## src/rtl/rv32_regfile_wb.sv

```systemverilog
// RV32I integer register file with writeback select and a multi-cycle load unit.
// Loads stall the core until data memory answers or the load times out.
module rv32_regfile_wb #(
  parameter int XLEN         = 32,
  parameter int NREG         = 32,
  parameter int LOAD_TIMEOUT = 255
) (
  input  logic            clk,
  input  logic            rst,
  input  logic            instr_valid,
  input  logic [31:0]     idata,
  input  logic [XLEN-1:0] regdata_R,
  input  logic [XLEN-1:0] regdata_I,
  input  logic [XLEN-1:0] pc_plus4,
  input  logic [XLEN-1:0] imm_u_res,
  input  logic [1:0]      ld_addr_lo,
  input  logic            dmem_rvalid,
  input  logic [XLEN-1:0] dmem_rdata,
  output logic [XLEN-1:0] rv1,
  output logic [XLEN-1:0] rv2,
  output logic            stall,
  output logic            load_err
);

  localparam int CW = $clog2(LOAD_TIMEOUT + 1);

  localparam logic [6:0] OP_R     = 7'b0110011;
  localparam logic [6:0] OP_I     = 7'b0010011;
  localparam logic [6:0] OP_JAL   = 7'b1101111;
  localparam logic [6:0] OP_JALR  = 7'b1100111;
  localparam logic [6:0] OP_LUI   = 7'b0110111;
  localparam logic [6:0] OP_AUIPC = 7'b0010111;
  localparam logic [6:0] OP_LOAD  = 7'b0000011;

  typedef enum logic {RUN, LOAD_WAIT} state_t;

  state_t          state, state_n;
  logic [XLEN-1:0] regs [NREG];
  logic [CW-1:0]   cnt, cnt_n;
  logic [4:0]      ld_rd;
  logic [2:0]      ld_f3;
  logic [1:0]      ld_lo;

  logic [4:0]      rs1, rs2, rd;
  logic [6:0]      opcode;
  logic [2:0]      funct3;
  logic            unused_idata;

  logic            wr_en, wr_commit, latch, err_set, timeout_hit;
  logic [4:0]      wr_rd;
  logic [XLEN-1:0] wr_data, ld_ext;
  logic [7:0]      ld_byte;
  logic [15:0]     ld_half;
  logic            ld_ok;

  assign rs1          = idata[19:15];
  assign rs2          = idata[24:20];
  assign rd           = idata[11:7];
  assign opcode       = idata[6:0];
  assign funct3       = idata[14:12];
  assign unused_idata = ^idata[31:25];

  assign timeout_hit = (cnt == CW'(LOAD_TIMEOUT - 1));

  // Lane extraction uses the offset latched with the load, not the live one.
  always_comb begin
    ld_byte = dmem_rdata[7:0];
    ld_half = ld_lo[1] ? dmem_rdata[31:16] : dmem_rdata[15:0];
    ld_ext  = '0;
    ld_ok   = 1'b1;
    case (ld_lo)
      2'd1:    ld_byte = dmem_rdata[15:8];
      2'd2:    ld_byte = dmem_rdata[23:16];
      2'd3:    ld_byte = dmem_rdata[31:24];
      default: ld_byte = dmem_rdata[7:0];
    endcase
    case (ld_f3)
      3'b000:  ld_ext = {{(XLEN-8){ld_byte[7]}}, ld_byte};
      3'b001:  ld_ext = {{(XLEN-16){ld_half[15]}}, ld_half};
      3'b010:  ld_ext = dmem_rdata;
      3'b100:  ld_ext = {{(XLEN-8){1'b0}}, ld_byte};
      3'b101:  ld_ext = {{(XLEN-16){1'b0}}, ld_half};
      default: ld_ok  = 1'b0;
    endcase
  end

  // Next-state, writeback select and stall.
  always_comb begin
    state_n = state;
    cnt_n   = cnt;
    wr_en   = 1'b0;
    wr_rd   = rd;
    wr_data = '0;
    stall   = 1'b0;
    latch   = 1'b0;
    err_set = 1'b0;
    case (state)
      RUN: begin
        if (instr_valid) begin
          case (opcode)
            OP_R: begin
              wr_en   = 1'b1;
              wr_data = regdata_R;
            end
            OP_I: begin
              wr_en   = 1'b1;
              wr_data = regdata_I;
            end
            OP_JAL, OP_JALR: begin
              wr_en   = 1'b1;
              wr_data = pc_plus4;
            end
            OP_LUI, OP_AUIPC: begin
              wr_en   = 1'b1;
              wr_data = imm_u_res;
            end
            OP_LOAD: begin
              stall   = 1'b1;
              latch   = 1'b1;
              cnt_n   = '0;
              state_n = LOAD_WAIT;
            end
            default: wr_en = 1'b0;
          endcase
        end
      end
      LOAD_WAIT: begin
        stall = 1'b1;
        cnt_n = cnt + 1'b1;
        wr_rd = ld_rd;
        if (dmem_rvalid) begin
          stall   = 1'b0;
          wr_en   = ld_ok;
          wr_data = ld_ext;
          state_n = RUN;
        end else if (timeout_hit) begin
          err_set = 1'b1;
          state_n = RUN;
        end
      end
      default: state_n = RUN;
    endcase
  end

  assign wr_commit = wr_en && (wr_rd != 5'd0) && !rst;

  // Read ports with bypass of the value committing at the coming edge.
  always_comb begin
    rv1 = '0;
    rv2 = '0;
    if (rs1 != 5'd0) rv1 = (wr_commit && wr_rd == rs1) ? wr_data : regs[rs1];
    if (rs2 != 5'd0) rv2 = (wr_commit && wr_rd == rs2) ? wr_data : regs[rs2];
  end

  always_ff @(posedge clk) begin
    if (rst) begin
      state    <= RUN;
      cnt      <= '0;
      ld_rd    <= '0;
      ld_f3    <= '0;
      ld_lo    <= '0;
      load_err <= 1'b0;
      for (int i = 0; i < NREG; i++) regs[i] <= '0;
    end else begin
      state <= state_n;
      cnt   <= cnt_n;
      if (latch) begin
        ld_rd <= rd;
        ld_f3 <= funct3;
        ld_lo <= ld_addr_lo;
      end
      if (err_set) load_err <= 1'b1;
      if (wr_commit) regs[wr_rd] <= wr_data;
    end
  end

endmodule

```

## config.mk

```make
export PLATFORM = sky130hd
export DESIGN_NAME = rv32_regfile_wb
export DESIGN_NICKNAME = d
export VERILOG_FILES = /design/src/rtl/rv32_regfile_wb.sv
export SDC_FILE = /design/constraint.sdc
export NUM_CORES = 2
export LEC_CHECK = 0
export ABC_AREA = 1
export CAP_MARGIN = 20
export CORE_MARGIN = 4
export CORE_UTILIZATION = 45
export CTS_BUF_LIST = sky130_fd_sc_hd__clkbuf_16
export DETAILED_ROUTE_END_ITERATION = 10
export PLACE_DENSITY = 0.68
export SLEW_MARGIN = 20
export SYNTH_ARGS = -nofsm -noshare
export SYNTH_HDL_FRONTEND = slang
export SYNTH_SLANG_ARGS = --single-unit
```

## constraint.sdc

```tcl
create_clock -name clk -period 3.4 [get_ports clk]
set_input_delay 0.34 -clock clk [delete_from_list [all_inputs] [get_ports clk]]
set_output_delay 0.34 -clock clk [all_outputs]
set_load 0.01 [all_outputs]
```

==> flow_metrics.py <==
metrics = {
    "synthesis": {
        "syn_area_mm2": 0.06078,
        "synth_area_leaders": "edfxtp_1 51%, nand2_1 17%, nand3_1 14%, nor2_1 7.6%, clkbuf_1 2.7%",
        "ys_types": 41,
        "yosysTopAreaCell": "edfxtp_1",
        "syn-instance-count": 8096,
        "seq_area_frac_synth": 0.5125,
        "async_reset_ff_frac": 0,
        "yosys_warnings": 0,
        "synth_edf_count": 1024,
        "yosysTopAreaCellShare": 0.5059,
        "ys.flop_type": "edfxtp_1",
        "synth_seq_cells": 1044,
        "synth.avg_cell_area_um2": 7.507,
    },
    "timing": {
        "finalWorstSetupSlack_ns": 0.04347,
        "final.setup_skew_ns": 0.03283,
        "slew_viol_final": 0,
        "setup_viol": 0,
        "finalCritPeriodShare": 0.9872,
        "hold_viol": 0,
        "clock.fmax_mhz": 297.9,
        "worstMarginPinSlew_ns": 0.8227,
        "rsz0062_at_grt": "yes",
        "holdWs_ns": 0.1427,
        "period_needed_ns": 3.357,
        "timing.slew.headroom": 0.4515,
    },
    "critical_path": {
        "cp.arrival_ns": 3.02,
        "cp_max_fo": 8,
        "rr_endpoint": "regs[20][19]$_SDFFCE_PN0P_",
        "cp_data_required_time_ns": 3.06,
        "reg2reg_from": "state$_SDFF_PP0_",
        "r2r_cells": 10,
        "crit_path_start": "state$_SDFF_PP0_",
        "reg2reg_slack_ns": 0.61,
        "startpoint_type": "flip-flop",
        "endpoint_kind": "output port",
        "endpoint": "rv1[19]",
        "crit_type": "flip-flop to output port",
    },
    "die": {
        "initial_core_util": 0.4543,
        "io_pins": 264,
        "core_mm2": 0.1338,
        "dieHeight_um": 375.5,
        "die_w_um": 375.5,
        "fp-row-count": 134,
        "die_area_mm2": 0.1410,
    },
    "layout": {
        "area_growth_pct": 18.31,
        "drive_above_1_share": 0.09995,
        "final_cell_area_mm2": 0.07191,
        "layout_commonest_cell": "nand2_1",
        "stdcell_count": 10120,
        "nNetsFinal": 8458,
        "fin_util": 0.5374,
        "most-common-layout-cells": "2621 x nand2_1, 1725 x nand3_1, 1181 x nor2_1, 1024 x edfxtp_1, 359 x inv_1",
    },
    "clocking": {
        "cts.reportedPaths.clkPinSlew_ns": 0.06,
        "clock-sinks": 1044,
        "clk_path_buf_depth": 3,
        "clk_latency_ns": 0.76,
        "htree_levels": 3,
        "cts_buffers": 111,
        "cts_tree": "done",
        "cts_root_buffer": "clkbuf_16",
    },
    "global_route": {
        "gr-usage-all-layers": 0.3565,
        "gr-total-overflow": 0,
        "grt_pass1_vias": 58950,
        "antenna_found_initial": 3,
        "grt_pass1_wl_um": 376700,
        "grt_max_degree": 89,
    },
    "drt": {
        "wl_per_cell_um": 25.74,
        "route.detailed.drc": 0,
        "wirelength_um": 260500,
        "via_count": 62080,
        "viasPerCell": 6.132,
        "drt_iter0_drc": 10240,
        "ant_nets": 0,
        "detail_route.first_pass.iterations": 10,
    },
    "pwr": {
        "ir_drop_uv": 396.5,
        "p_clk_frac": 0.394,
        "switchingPower_w": 0.008868,
        "p_int_w": 0.02313,
        "switching_share": 0.2771,
        "p_leak_nw": 28.79,
        "power_frac_comb": 0.145,
        "sequentialPowerShare": 0.461,
        "power_density_mw_per_mm2": 445.0,
    },
    "placed_design": {
        "gp_congestion": 0.9716,
        "dpl_worst_slack_ns": -0.3358,
        "numPortBuffers": 256,
        "placed_cells": 9887,
        "dp.final_hpwl_um": 162100,
        "placed_area_mm2": 0.06776,
    },
    "run": {
        "drv_cap": 0,
    },
    "worst_hold_path": {
        "hp-class": "input port to flip-flop",
    },
    "status": {
        "status": "completed",
    },
}
-- cells by family (layout without fill, tap and decap cells) --
| kind of cell | count (synthesis) | in the layout | synth area share |
|---|---|---|---|
| AOI/OAI and AO/OA | 312 | 312 | 0.02707 |
| and+or+nand+nor | 5686 | 5686 | 0.3898 |
| DFF | 1044 | 1044 | 0.5125 |
| adders and majority gates | 2 | 2 | 0.0004117 |
| buffers and inverters | 1047 | 1274 | 0.06958 |
| other | 1 | 33 | 0.00006170 |
| xor gates and xnor gates | 4 | 4 | 0.0005765 |
-- per-layer routing --
metal  routed length [µm]  up-vias  track usage
li1                     -    26870            -
met3                42050     1144       0.1114
met1                88150    28670       0.4449
met4                19010        4       0.2284
met5                   20        -            0
met2               111300     5385       0.5369
-- flip-flops by register name, indices dropped and copies added (netlist names) --
name      flops
regs       1024
ld_lo         2
cnt           8
load_err      1
ld_rd         5
state         1
ld_f3         3
-- cell type report --
cell class	instances	area [µm²]
inverters	357	1394
multi-input cells	6036	25920
diodes	1	2.502
clock buffers	111	2778
flip-flops and latches	1044	31160
repair buffers	708	7525
well taps	1768	2212
clock inverters	98	919.6
fillers	12160	61890
-- synthesized netlist by cell type (2+ instances only) --
cell type  count
ha_1           2
nand3_1     1726
buf_4          2
a211oi_1       5
a21oi_1      132
buf_6         12
o21ai_0      147
clkinv_1       3
edfxtp_1    1024
or2_2          8
buf_2        159
nand2_1     2679
nand2_2        4
nand4_1       13
nor2_4         2
dfxtp_1       20
clkbuf_1     439
xor2_1         3
nor2_2         3
buf_1         78
o211ai_1      23
nand2_4        4
inv_2          5
nor2_1      1231
nor3_1         7
inv_1        348
nor3_2         3
-- worst min path at each step --
stage	slack, ns	cells past startpoint	from	to
floorplan	0.45	2	ld_rd[0]$_SDFFE_PP0P_	ld_rd[0]$_SDFFE_PP0P_
global placement	0.45	1	load_err$_SDFFE_PP0P_	load_err$_SDFFE_PP0P_
detailed placement	0.46	1	load_err$_SDFFE_PP0P_	load_err$_SDFFE_PP0P_
CTS	0.11	2	rst	regs[0][6]$_SDFFCE_PN0P_
global route	0.14	2	rst	regs[0][6]$_SDFFCE_PN0P_
finish	0.14	2	rst	regs[0][7]$_SDFFCE_PN0P_
-- worst max-delay path: stages (launching register included) --
cell,delay [ns]
dfxtp_4,0.38
buf_6,0.14
nand2_4,0.07
nand2_4,0.06
buf_4,0.13
buf_4,0.13
xor2_1,0.13
a21oi_1,0.14
nand2_1,0.11
nor2_4,0.10
buf_4,0.11
buf_6,0.10
buf_12,0.14
buf_16,0.15
a21oi_2,0.05
nor2_4,0.20
buf_6,0.13
-- power groups by stage --
stage | sequential, W | clock (W) | combinational [W]
finish | 0.0147 | 0.0126 | 0.00464
global route | 0.0148 | 0.0131 | 0.00487
CTS | 0.0147 | 0.0126 | 0.00447
detailed placement | 0.0150 | 0 | 0.00451
global placement | 0.0150 | 0 | 0.00447
floorplan | 0.0150 | 0 | 0.00229
-- timing repair --
action | 4_1_cts | 5_1_grt
endpoints found under the setup margin | 64 | 58
gates resized for setup | 229 | 41
cloned | 6 | 0
pin swaps | 25 | 14
buffers inserted | 18 | 7
hold buffers | 0 | 0
hold endpoints to repair | 0 | 0
-- per-stage QoR --
step / power (W) / TNS, ns
final: 0.03200 / 0
after global routing: 0.03275 / -0.1854
after CTS: 0.03176 / -0.6182
after detailed placement: 0.01951 / -2.898
after global placement: 0.01945 / -2.715
after floorplan: 0.01725 / 0
Power figures use the tool's default switching activity.
